==> src/rtl/jtag_arbiter_if.sv <==
// Requester / engine signal bundle for jtag_arbiter.
// The slave modport is the arbiter's view; master is the requester/engine side.
interface jtag_arbiter_if #(
    parameter int LEN_W = 16
);
    logic             req_a;
    logic             req_b;
    logic             op_a;
    logic             op_b;
    logic [LEN_W-1:0] len_a;
    logic [LEN_W-1:0] len_b;
    logic             grant_a;
    logic             grant_b;
    logic             done_a;
    logic             done_b;
    logic             err;
    logic             work;
    logic             op;
    logic [LEN_W-1:0] len;
    logic             busy;

    modport slave (
        input  req_a, req_b, op_a, op_b, len_a, len_b, busy,
        output grant_a, grant_b, done_a, done_b, err, work, op, len
    );

    modport master (
        output req_a, req_b, op_a, op_b, len_a, len_b, busy,
        input  grant_a, grant_b, done_a, done_b, err, work, op, len
    );
endinterface

==> src/rtl/jtag_arbiter.sv <==
// Round-robin arbiter sharing one JTAG engine between requesters A and B.
// Define JTAG_ARB_TIMEOUT_EN to bound the WAIT_BUSY dwell to TIMEOUT_CYCLES.
module jtag_arbiter #(
    parameter int LEN_W          = 16,
    parameter int TIMEOUT_CYCLES = 64
) (
    input  logic          clk,
    input  logic          rst,
    jtag_arbiter_if.slave bus
);

    typedef enum logic [2:0] {
        S_IDLE,
        S_ISSUE,
        S_WAIT_BUSY,
        S_RUN,
        S_DONE
    } state_e;

    typedef enum logic {
        SEL_A = 1'b0,
        SEL_B = 1'b1
    } sel_e;

    if (TIMEOUT_CYCLES < 1) begin : g_timeout_range
        $error("TIMEOUT_CYCLES must be at least 1");
    end

    state_e           state_q, state_d;
    sel_e             owner_q, owner_d;
    sel_e             last_q,  last_d;
    logic             op_q,    op_d;
    logic [LEN_W-1:0] len_q,   len_d;
    logic             err_q,   err_d;
    logic             timeout;
    logic             pick_b;

`ifdef JTAG_ARB_TIMEOUT_EN
    localparam int CNT_W = (TIMEOUT_CYCLES > 1) ? $clog2(TIMEOUT_CYCLES) : 1;

    logic [CNT_W-1:0] cnt_q, cnt_d;

    // Counts completed WAIT_BUSY cycles; clears whenever the FSM leaves WAIT_BUSY.
    assign timeout = (cnt_q == CNT_W'(TIMEOUT_CYCLES - 1));

    always_comb begin
        cnt_d = '0;
        if (state_q == S_WAIT_BUSY && !bus.busy) begin
            cnt_d = cnt_q + CNT_W'(1);
        end
    end

    always_ff @(posedge clk or negedge rst) begin
        if (!rst) begin
            cnt_q <= '0;
        end else begin
            cnt_q <= cnt_d;
        end
    end
`else
    assign timeout = 1'b0;
`endif

    // NOTE: sequential state uses <= so every register samples pre-edge values.
    always_ff @(posedge clk or negedge rst) begin
        if (!rst) begin
            state_q <= S_IDLE;
            owner_q <= SEL_A;
            last_q  <= SEL_B;
            op_q    <= 1'b0;
            len_q   <= '0;
            err_q   <= 1'b0;
        end else begin
            state_q <= state_d;
            owner_q <= owner_d;
            last_q  <= last_d;
            op_q    <= op_d;
            len_q   <= len_d;
            err_q   <= err_d;
        end
    end

    // A wins unless B is the only requester or A was served last.
    assign pick_b = bus.req_b && (!bus.req_a || last_q == SEL_A);

    always_comb begin
        // NOTE: every output of this block gets a default first, so no path infers a latch.
        state_d = state_q;
        owner_d = owner_q;
        last_d  = last_q;
        op_d    = op_q;
        len_d   = len_q;
        err_d   = err_q;
        unique case (state_q)
            S_IDLE: begin
                if (!bus.busy && (bus.req_a || bus.req_b)) begin
                    owner_d = pick_b ? SEL_B : SEL_A;
                    op_d    = pick_b ? bus.op_b  : bus.op_a;
                    len_d   = pick_b ? bus.len_b : bus.len_a;
                    err_d   = 1'b0;
                    state_d = S_ISSUE;
                end
            end
            S_ISSUE: begin
                if (len_q == '0) begin
                    err_d   = 1'b1;
                    state_d = S_DONE;
                end else begin
                    state_d = S_WAIT_BUSY;
                end
            end
            S_WAIT_BUSY: begin
                if (bus.busy) begin
                    state_d = S_RUN;
                end else if (timeout) begin
                    err_d   = 1'b1;
                    state_d = S_DONE;
                end
            end
            S_RUN: begin
                if (!bus.busy) begin
                    state_d = S_DONE;
                end
            end
            S_DONE: begin
                last_d  = owner_q;
                state_d = S_IDLE;
            end
            default: state_d = S_IDLE;
        endcase
    end

    always_comb begin
        logic active;
        active      = (state_q == S_ISSUE) || (state_q == S_WAIT_BUSY) || (state_q == S_RUN);
        bus.grant_a = active && (owner_q == SEL_A);
        bus.grant_b = active && (owner_q == SEL_B);
        bus.done_a  = (state_q == S_DONE) && (owner_q == SEL_A);
        bus.done_b  = (state_q == S_DONE) && (owner_q == SEL_B);
        bus.err     = (state_q == S_DONE) && err_q;
        bus.work    = (state_q == S_ISSUE) && (len_q != '0);
        bus.op      = op_q;
        bus.len     = len_q;
    end

endmodule

==> src/flat_wrapper.sv <==
// flat-port wrapper written by rule: the top's interface ports become plain ports
module jtag_arbiter_flat 
#(
    parameter int LEN_W          = 16,
    parameter int TIMEOUT_CYCLES = 64
)
  (clk, rst, bus_req_a, bus_req_b, bus_op_a, bus_op_b, bus_len_a, bus_len_b, bus_busy, bus_grant_a, bus_grant_b, bus_done_a, bus_done_b, bus_err, bus_work, bus_op, bus_len);
  jtag_arbiter_if #(.LEN_W(LEN_W)) bus_i ();
  input  logic clk;
  input  logic rst;
  input wire logic [$bits(bus_i.req_a)-1:0] bus_req_a;
  input wire logic [$bits(bus_i.req_b)-1:0] bus_req_b;
  input wire logic [$bits(bus_i.op_a)-1:0] bus_op_a;
  input wire logic [$bits(bus_i.op_b)-1:0] bus_op_b;
  input wire logic [$bits(bus_i.len_a)-1:0] bus_len_a;
  input wire logic [$bits(bus_i.len_b)-1:0] bus_len_b;
  input wire logic [$bits(bus_i.busy)-1:0] bus_busy;
  output wire logic [$bits(bus_i.grant_a)-1:0] bus_grant_a;
  output wire logic [$bits(bus_i.grant_b)-1:0] bus_grant_b;
  output wire logic [$bits(bus_i.done_a)-1:0] bus_done_a;
  output wire logic [$bits(bus_i.done_b)-1:0] bus_done_b;
  output wire logic [$bits(bus_i.err)-1:0] bus_err;
  output wire logic [$bits(bus_i.work)-1:0] bus_work;
  output wire logic [$bits(bus_i.op)-1:0] bus_op;
  output wire logic [$bits(bus_i.len)-1:0] bus_len;
  assign bus_i.req_a = bus_req_a;
  assign bus_i.req_b = bus_req_b;
  assign bus_i.op_a = bus_op_a;
  assign bus_i.op_b = bus_op_b;
  assign bus_i.len_a = bus_len_a;
  assign bus_i.len_b = bus_len_b;
  assign bus_i.busy = bus_busy;
  assign bus_grant_a = bus_i.grant_a;
  assign bus_grant_b = bus_i.grant_b;
  assign bus_done_a = bus_i.done_a;
  assign bus_done_b = bus_i.done_b;
  assign bus_err = bus_i.err;
  assign bus_work = bus_i.work;
  assign bus_op = bus_i.op;
  assign bus_len = bus_i.len;
  jtag_arbiter #(.LEN_W(LEN_W), .TIMEOUT_CYCLES(TIMEOUT_CYCLES)) u_core (.clk(clk), .rst(rst), .bus(bus_i));
endmodule
==> config.mk <==
export PLATFORM = sky130hd
export DESIGN_NAME = jtag_arbiter_flat
export DESIGN_NICKNAME = d
export VERILOG_FILES = /design/src/rtl/jtag_arbiter_if.sv /design/src/rtl/jtag_arbiter.sv /design/src/flat_wrapper.sv
export SDC_FILE = /design/constraint.sdc
export NUM_CORES = 1
export LEC_CHECK = 0
export BUFFER_PORTS_ARGS = -buffer_cell sky130_fd_sc_hd__buf_2
export CAP_MARGIN = 20
export CORE_ASPECT_RATIO = 0.6
export CORE_UTILIZATION = 45
export DETAILED_ROUTE_END_ITERATION = 8
export GPL_ROUTABILITY_DRIVEN = 0
export GPL_TIMING_DRIVEN = 0
export PLACE_DENSITY = 0.79
export RECOVER_POWER = 25
export SLEW_MARGIN = 15
export SYNTH_ARGS = -nofsm -noshare
export SYNTH_HDL_FRONTEND = slang
export SYNTH_SLANG_ARGS = --single-unit
==> constraint.sdc <==
create_clock -name clk -period 1.88 [get_ports clk]
set_input_delay 0.094 -clock clk [delete_from_list [all_inputs] [get_ports clk]]
set_output_delay 0.094 -clock clk [all_outputs]
set_load 0.02 [all_outputs]
==> impl_metrics.py, run 1 <==
metrics = {
    "run_status": {
        "status": "finished clean",
    },
    "timing": {
        "finalMaxSlewViolations": 0,
        "period_minus_slack_ns": 1.73,
        "slew_headroom_pct": 18.6,
        "fmax_mhz": 577,
        "finalSetupViolCount": 0,
        "fin_crit_sh_pct": 92.2,
        "holdWs_ns": 0.122,
        "final-hold-violation-count": 0,
        "worst_slack_ns": 0.146,
        "finalClockSkew_ns": 0.00768,
        "fin_setup_tns_ns": 0,
        "worstMarginPinSlew_ns": 1.22,
        "rsz0062_at_grt": "false",
    },
    "drt": {
        "postRouteAntennaNets": 0,
        "route.detailed.drc": 0,
        "routed_via_density": 5.19,
        "routedWlPerCell_um": 14.2,
        "first_iter_violations": 20,
        "totalWireLength_mm": 2.69,
        "drt_first_pass_iters": 4,
        "vias": 980,
    },
    "cells_and_area": {
        "area_delta_synth_final_pct": 31.7,
        "antenna_cells": 0,
        "drive_gt1_share_pct": 68.2,
        "final_core_util_pct": 64.3,
        "final_common_cell": "buf_2",
        "stdcell_count": 189,
        "final_cell_mix": "60 x buf_2, 26 x mux2_2, 22 x dfrtp_1",
        "num-nets-final": 197,
        "n_fill_cell": 223,
    },
    "synth": {
        "syn_avg_cell_area_sq_um": 13.8,
        "netlist.area_leader.share_pct": 43.8,
        "synthTopCellsByArea": "dfrtp_1 44%, mux2_2 23%, mux2_4 11%",
        "synth_top_family_by_area": "multiplexers",
        "ys_seq_elements": 23,
        "synth_compound_area_share_pct": 4.28,
        "synthAdderAreaFrac_pct": 0,
        "netlist_area_sq_um": 1260,
        "syn_inst": 91,
        "synthXorXnorAreaFrac_pct": 0,
        "synth.area.mux_share_pct": 34.0,
        "synth-simple-area-share_pct": 11.8,
        "yosysSeqAreaShare_pct": 45.9,
        "synthDistinctLibCells": 26,
        "synthesis.nets": 130,
        "yosysWarnings": 0,
        "yosysTopAreaCell": "dfrtp_1",
    },
    "floorplan": {
        "die_area_sq_um": 3020,
        "ios": 62,
        "coreArea_sq_um": 2570,
        "die_w_um": 70.2,
        "std_cell_rows": 14,
        "fp.dieH_um": 42.9,
        "initial_core_util_pct": 48.8,
    },
    "worst_setup_path": {
        "r2r_setup_slack_ns": 0.25,
        "crit_required_ns": 1.79,
        "crit_buf_inv": 1,
        "startpoint": "u_core.bus.len[2]",
        "crit_chain": "nor4_1 > nand4_1 > and2_1 > buf_2",
        "cp-start-kind": "flop",
        "cp.arrival_ns": 1.64,
        "crit-reg2reg-launch": "u_core.last_q",
        "cp.depth": 4,
        "critPathSlowestCell": "dfrtp_1",
        "critPathMaxFanout": 4,
        "worstSetupPathType": "flop to output pin",
        "r2r-end": "u_core.bus.len[14]",
        "setup.worst_path.end_class": "output pin",
        "max_stage_delay_ns": 0.40,
        "cp_top_family": "simple AND/OR/NAND/NOR gates",
        "rr_worst_depth": 4,
    },
    "grt": {
        "grtUsageTotal_pct": 19.7,
        "antenna_found_initial": 0,
        "grt_pass1_vias": 960,
        "gr-total-overflow": 0,
        "grt_pass1_wl_mm": 4.44,
        "grt_max_degree": 24,
    },
    "clock_network": {
        "numClockSinks": 23,
        "cts_setup_buffers": 0,
        "insertion_delay_ns": 0.26,
        "htree_levels": 1,
        "tritoncts": "built",
        "clkTransAtPathRegs_ns": 0.08,
        "cts_buffer_depth": 2,
        "numCtsBuffers": 3,
        "root_buffer": "clkbuf_8",
    },
    "min_path": {
        "hp-class": "input pin to flop",
        "hold_end": "u_core.state_q[0]",
        "holdPathStages": 3,
        "hp-start": "bus_busy",
    },
    "power": {
        "total_leakage_power_nw": 0.803,
        "powerDensity_nw_per_um2": 1520,
        "ir_drop_mv": 0.714,
    },
    "place": {
        "pre_cts_ws_ns": 0.231,
        "dp_hpwl_mm": 2.12,
        "dp_cells": 184,
        "io_buffers": 61,
    },
    "run": {
        "maxCapViolations": 0,
    },
}
-- where the power goes --
part           internal, mW  switching, mW
Sequential            0.739          0.223
Combinational         0.629          0.615
Clock                 0.151          0.154
-- worst max-delay path by stage --
stage                               to
CTS                           bus_work
detailed placement  u_core.bus.len[14]
floorplan           u_core.bus.len[10]
global route                  bus_work
global placement    u_core.bus.len[14]
finish                        bus_work
-- routing by layer --
metal  GRT usage [%]  share of wire (%)  vias to the layer above
met3            6.65                7.5                        2
met2            33.5                 47                       42
li1                -                  -                      469
met5               0                  0                        -
met1            24.2                 45                      467
met4            4.80               0.71                        0
-- flip-flops by register name, indices dropped and copies added (netlist names) --
name            count
u_core.bus.len     16
u_core.state_q      3
u_core.owner_q      1
u_core.last_q       1
u_core.bus.op       1
u_core.err_q        1
-- cells by family (layout without fill, tap and decap cells) --
family / count (synthesis) / in the layout
AOI/OAI and AO/OA: 6 / 6
DFF: 23 / 23
buffers and inverters: 5 / 71
and+or+nand+nor: 22 / 22
muxes: 35 / 35
-- cell usage after synthesis --
library cell / count
and2_1: 1
dfstp_2: 1
and3_1: 1
buf_6: 2
mux2_4: 9
inv_1: 2
nand2b_1: 2
or2b_1: 1
a32o_1: 1
mux2_2: 26
nor3b_1: 1
nor2_1: 4
nand2_1: 2
or2_2: 1
nor4b_4: 1
nor2_4: 1
o22ai_1: 2
or4_2: 1
a21boi_4: 1
dfrtp_1: 22
a21o_1: 1
nand4_1: 1
buf_12: 1
nor4_1: 4
nor3_1: 1
a21oi_1: 1
-- worst min-delay path, delay by kind of cell --
family | cells | cell delay (ns)
compound gates | 1 | 0.06
buf+inv | 1 | 0.13
simple gates | 1 | 0.07
-- through the flow --
step | power, mW | cell area, sq um
floorplan | 1.82 | 1260
global placement | 2.17 | 1600
detailed placement | 2.22 | 1600
CTS | 2.54 | 1660
global route | 2.67 | 1660
finish | 2.51 | 1660
-- area by class of cell --
type	instances	area, sq um	area share, %
multi-input combinational	63	631	38.1
sequential	23	577	34.8
timing repair buffer	62	314	19.0
clock buffer	4	45.0	2.72
buffer	3	42.5	2.57
tap	32	40.0	2.42
inverter	2	7.51	0.453
-- repair_timing --
| item | in CTS | in global routing |
|---|---|---|
| endpoints found under the setup margin | 0 | 0 |
| gates resized for setup | 0 | 0 |
| endpoints found under the hold margin | 22 | 0 |
| hold buffers | 1 | 0 |
No activity file was read; power rests on OpenSTA's default activity.
==> run 2, diff against run 1 <==
--- a/config.mk
+++ b/config.mk
@@ -11,9 +11,9 @@
 export CORE_UTILIZATION = 45
 export DETAILED_ROUTE_END_ITERATION = 8
 export GPL_ROUTABILITY_DRIVEN = 0
-export GPL_TIMING_DRIVEN = 0
 export PLACE_DENSITY = 0.79
 export RECOVER_POWER = 25
+export REMOVE_ABC_BUFFERS = 1
 export SLEW_MARGIN = 15
 export SYNTH_ARGS = -nofsm -noshare
 export SYNTH_HDL_FRONTEND = slang
==> run 2 against run 1 <==
Largest cell class unchanged. Clock skew fell by 0.0064 ns. Cell area fell by 0.91%. Critical path type unchanged. Die area did not move. Via count fell by 1.3%. Sequential share of layout area rose by 0.32 points.
==> impl_metrics.py, run 2 (synthesis gave the netlist of run 1 again) <==
metrics = {
    "run_status": {
        "status": "finished clean",
    },
    "cells_and_area": {
        "num-nets-final": 196,
        "area_delta_synth_final_pct": 30.5,
        "largest_reg_flops": 16,
        "final_cell_mix": "60 x buf_2, 26 x mux2_2, 22 x dfrtp_1",
        "multi_input_area_sq_um": 631,
        "antenna_cells": 0,
        "n_fill_cell": 217,
        "final_common_cell": "buf_2",
        "stdcell_count": 188,
        "seqCellArea_sq_um": 577,
        "drive_gt1_share_pct": 67.9,
    },
    "power": {
        "total_leakage_power_nw": 0.795,
        "switching_share_pct": 39.8,
        "intPower_mw": 1.51,
        "powerDensity_nw_per_um2": 1520,
        "p_seq_share_pct": 38.4,
        "power_switching_uw": 995,
        "combPwrFrac_pct": 49.1,
        "ir_drop_mv": 0.650,
        "p_clk_share_pct": 12.5,
    },
    "worst_setup_path": {
        "crit_buf_inv": 1,
        "r2r_setup_slack_ns": 0.28,
        "cp-start-kind": "flop",
        "critPathSlowestCell": "dfrtp_1",
        "worstSetupPathType": "flop to output pin",
        "crit_required_ns": 1.79,
        "rr_worst_depth": 4,
        "max_stage_delay_ns": 0.39,
        "setup.worst_path.end_class": "output pin",
        "r2r-end": "u_core.bus.len[3]",
        "cp.arrival_ns": 1.59,
        "crit_chain": "nor4_1 > nand4_1 > and2_1 > buf_2",
        "crit-reg2reg-launch": "u_core.state_q[1]",
        "critPathMaxFanout": 4,
        "cp_top_family": "simple AND/OR/NAND/NOR gates",
    },
    "drt": {
        "route.layer.met1.wl_mm": 1.27,
        "drt_first_pass_iters": 4,
        "routed_via_density": 5.14,
        "first_iter_violations": 24,
        "totalWireLength_mm": 2.70,
        "routedWlPerCell_um": 14.3,
        "met2_length_mm": 1.19,
        "route.detailed.drc": 0,
        "postRouteAntennaNets": 0,
        "dr_wl_met3_um": 201,
        "highest-signal-layer": "met4",
        "vias": 967,
    },
    "grt": {
        "antenna_found_initial": 0,
        "grt_pass1_wl_mm": 4.55,
        "grtUsageTotal_pct": 20.2,
        "grt_max_degree": 24,
        "gr-total-overflow": 0,
        "grt_pass1_vias": 993,
    },
    "floorplan": {
        "initial_core_util_pct": 48.8,
        "ios": 62,
        "std_cell_rows": 14,
        "die_w_um": 70.2,
        "fp.dieH_um": 42.9,
        "die_area_sq_um": 3020,
        "coreArea_sq_um": 2570,
    },
    "clock_network": {
        "htree_levels": 1,
        "tritoncts": "built",
        "insertion_delay_ns": 0.27,
        "cts_buffer_depth": 2,
        "root_buffer": "clkbuf_8",
        "cts_resized": 0,
        "clkTransAtPathRegs_ns": 0.08,
        "numCtsBuffers": 3,
        "numClockSinks": 23,
    },
    "min_path": {
        "hp-start": "bus_busy",
        "holdPathStages": 3,
        "hold_end": "u_core.state_q[0]",
        "hp-class": "input pin to flop",
    },
    "timing": {
        "period_minus_slack_ns": 1.69,
        "finalMaxSlewViolations": 0,
        "slew_headroom_pct": 17.9,
        "fmax_mhz": 593,
        "holdWs_ns": 0.123,
        "fin_crit_sh_pct": 89.6,
        "finalClockSkew_ns": 0.00125,
        "final-hold-violation-count": 0,
        "worstMarginPinSlew_ns": 1.23,
        "rsz0062_at_grt": "false",
        "finalSetupViolCount": 0,
    },
    "run": {
        "maxCapViolations": 0,
    },
    "place": {
        "dp_cells": 183,
        "io_buffers": 61,
    },
}
run 2: cell count changes in the layout (fill, tap and decap cells not counted), sizes merged:
cell,before,now
buf,63,62
run 2: worst max-delay path by stage:
stage | cells past startpoint | start | endpoint
2_1_floorplan | 3 | u_core.state_q[1] | u_core.bus.len[0]
3_3_place_gp | 4 | u_core.state_q[1] | u_core.bus.len[0]
3_5_place_dp | 4 | u_core.state_q[1] | u_core.bus.len[3]
4_1_cts | 4 | u_core.bus.len[2] | bus_work
5_1_grt | 4 | u_core.bus.len[2] | bus_work
6_report | 4 | u_core.bus.len[2] | bus_work
run 2: per-layer routing:
| layer | vias to the layer above | track usage [%] |
|---|---|---|
| met4 | 0 | 7.20 |
| met5 | - | 0 |
| met2 | 47 | 31.0 |
| li1 | 466 | - |
| met3 | 4 | 6.89 |
| met1 | 450 | 26.6 |
run 2: through the flow:
stage / setup WS (ns) / TNS [ns] / utilization, % / power, mW / cell area [sq um]
after CTS: 0.187 / 0 / 63.8 / 2.53 / 1640
after global routing: 0.0328 / 0 / 63.8 / 2.66 / 1640
final: 0.195 / 0 / 63.8 / 2.50 / 1640
after floorplan: -0.0841 / -0.937 / - / 1.78 / 1210
after detailed placement: 0.303 / 0 / 61.7 / 2.21 / 1590
after global placement: 0.355 / 0 / 61.7 / 2.16 / 1590
run 2: area by class of cell:
type,instances,area share (%)
Multi-Input combinational cell,63,38.4
Inverter,2,0.457
Tap cell,32,2.44
Sequential cell,23,35.1
Timing Repair Buffer,64,20.8
Clock buffer,4,2.74
run 2: tightest hold or removal path, delay by kind of cell:
family                 cells  cell delay [ns]
AOI/OAI and AO/OA          1             0.06
and+or+nand+nor            1             0.07
buffers and inverters      1             0.13
run 2: repair_timing:
action / in CTS / in global routing
buffers inserted: 0 / 0
hold buffers: 1 / 0
endpoints found under the hold margin: 22 / 0
run 2: power groups by stage:
stage	clock network [mW]	registers, mW	logic [mW]
final	0.312	0.961	1.23
after global routing	0.347	1.01	1.31
after CTS	0.322	0.968	1.24
after detailed placement	0	0.977	1.23
after global placement	0	0.955	1.20
after floorplan	0	1.16	0.613
==> run 3, diff against run 2 <==
==> constraint.sdc (replaced) <==
create_clock -name clk -period 1.88 [get_ports clk]
set_input_delay 0.47 -clock clk [delete_from_list [all_inputs] [get_ports clk]]
set_output_delay 0.47 -clock clk [all_outputs]
set_load 0.02 [all_outputs]
==> run 3 against run 2 <==
Clock skew increased by 0.0026 ns. Register-to-register slack worse by 0.15 ns. Worst hold slack improved by 0.32 ns. Wire length up 11%. Cell area up 5.6%. Utilization increased by 3.6 points. Critical path depth stayed put. Combinational power up 11%. Largest cell class unchanged. Highest routed layer unchanged. Sequential share of layout area is 1.9 points lower. The run now ends with negative setup slack left. Clock power about the same. Non-clock buffer count grew 11. Final cell count up 5.9%.
==> impl_metrics.py, run 3 (synthesis gave the netlist of run 1 again) <==
metrics = {
    "floorplan": {
        "coreArea_sq_um": 2570,
        "ios": 62,
        "initial_core_util_pct": 48.8,
        "die_area_sq_um": 3020,
        "fp.dieH_um": 42.9,
        "die_w_um": 70.2,
        "std_cell_rows": 14,
    },
    "grt": {
        "grtUsageTotal_pct": 22.0,
        "gr-total-overflow": 0,
        "grt_max_degree": 24,
        "antenna_found_initial": 0,
        "grt_pass1_vias": 1018,
        "grt_pass1_wl_mm": 4.95,
    },
    "timing": {
        "rsz0062_at_grt": "true",
        "finalClockSkew_ns": 0.00385,
        "fin_crit_sh_pct": 104,
        "slew_headroom_pct": 17.9,
        "final-hold-violation-count": 0,
        "finalMaxSlewViolations": 0,
        "worstMarginPinSlew_ns": 1.23,
        "finalSetupViolCount": 1,
        "fmax_mhz": 513,
        "period_minus_slack_ns": 1.95,
        "worst_slack_ns": -0.0677,
    },
    "power": {
        "switching_share_pct": 40.0,
        "total_leakage_power_nw": 0.846,
        "p_clk_share_pct": 11.8,
        "intPower_mw": 1.59,
        "p_seq_share_pct": 36.8,
        "powerDensity_nw_per_um2": 1530,
        "ir_drop_mv": 0.836,
        "combPwrFrac_pct": 51.4,
        "power_switching_mw": 1.06,
    },
    "clock_network": {
        "numClockSinks": 23,
        "cts_buffer_depth": 2,
        "cts_hold_buf": 0,
        "root_buffer": "clkbuf_8",
        "clkTransAtPathRegs_ns": 0.08,
        "insertion_delay_ns": 0.26,
        "tritoncts": "built",
        "htree_levels": 1,
        "numCtsBuffers": 3,
    },
    "worst_setup_path": {
        "worstSetupPathType": "flop to output pin",
        "setup.worst_path.end_class": "output pin",
        "crit_chain": "nor4_2 > nand4_1 > and2_1 > buf_2",
        "max_stage_delay_ns": 0.41,
        "critPathSlowestCell": "dfrtp_1",
        "r2r_setup_slack_ns": 0.13,
        "cp-start-kind": "flop",
        "crit_required_ns": 1.41,
        "critPathMaxFanout": 2,
        "crit_buf_inv": 1,
        "cp_top_family": "simple AND/OR/NAND/NOR gates",
        "cp.arrival_ns": 1.48,
    },
    "drt": {
        "routedWlPerCell_um": 15.1,
        "routed_via_density": 5.08,
        "totalWireLength_mm": 3.00,
        "first_iter_violations": 15,
        "drt_first_pass_iters": 4,
        "route.detailed.drc": 0,
        "vias": 1010,
        "postRouteAntennaNets": 0,
    },
    "cells_and_area": {
        "final_cell_mix": "60 x buf_2, 26 x mux2_2, 22 x dfrtp_1",
        "stdcell_count": 199,
        "num-nets-final": 207,
        "antenna_cells": 0,
        "drive_gt1_share_pct": 73.1,
        "final_core_util_pct": 67.3,
        "largest_reg_flops": 16,
        "area_delta_synth_final_pct": 37.9,
        "n_fill_cell": 194,
        "final_common_cell": "buf_2",
    },
    "place": {
        "dp_cells": 186,
        "dp_hpwl_mm": 2.13,
        "io_buffers": 61,
    },
    "run_status": {
        "violations": "negative setup slack",
        "status": "finished, violations left",
    },
    "min_path": {
        "hp-class": "input pin to asynchronous set/reset pin",
    },
    "run": {
        "maxCapViolations": 0,
    },
}
==> run 3: area by class of cell <==
type | count | area [sq um] | area share [%]
Sequential cell | 23 | 577 | 33.3
Timing Repair Buffer | 75 | 409 | 23.6
Clock buffer | 4 | 45.0 | 2.60
Inverter | 2 | 7.51 | 0.433
Tap cell | 32 | 40.0 | 2.31
Multi-Input combinational cell | 63 | 656 | 37.8
==> run 3: worst paths after layout <==
path | depth (start not counted) | to | startpoint
max reg2reg | 7 | u_core.state_q[1] | u_core.bus.len[9]
min | 1 | u_core.err_q | rst
max | 4 | bus_work | u_core.bus.len[9]
max in group asynchronous | 1 | u_core.bus.len[15] | rst
min reg2reg | 1 | u_core.bus.op | u_core.bus.op
min in group clk | 3 | u_core.state_q[0] | bus_busy
==> run 3: power by group through the flow <==
stage / combinational [mW] / clock [mW] / sequential (mW)
6_report: 1.36 / 0.312 / 0.976
5_1_grt: 1.46 / 0.339 / 1.01
4_1_cts: 1.31 / 0.314 / 0.970
3_5_place_dp: 1.23 / 0 / 0.969
3_3_place_gp: 1.22 / 0 / 0.946
2_1_floorplan: 0.613 / 0 / 1.16
==> run 3: layer usage <==
layer / routed length (um) / GRT usage [%]
met5: 0 / 0
met4: 8 / 4.40
met3: 220 / 7.13
met2: 1380 / 35.6
met1: 1390 / 29.1
==> run 3: worst reg2reg max path, stage by stage, from the launching register on <==
cell and delay, ns:
dfrtp_1 0.41, nor4_2 0.32, nand4_1 0.16, buf_4 0.17, buf_4 0.12, buf_4 0.12
buf_4 0.14, a32o_1 0.20
==> run 3: timing repair <==
action                                  4_1_cts  5_1_grt
buffers inserted                              7        3
endpoints found under the setup margin        1        3
gates resized for setup                       3        1
pin swaps                                     3        1
==> run 3: per-stage QoR <==
stage	setup TNS, ns	hold slack [ns]	worst slack, ns	instance area [sq um]	power [mW]
3_5_place_dp	0	0.469	0.170	1600	2.20
4_1_cts	-0.0374	0.185	-0.0374	1710	2.59
2_1_floorplan	-0.937	0.174	-0.0841	1210	1.78
3_3_place_gp	0	0.460	0.188	1600	2.17
5_1_grt	-0.133	0.520	-0.133	1730	2.81
6_report	-0.0677	0.439	-0.0677	1730	2.65
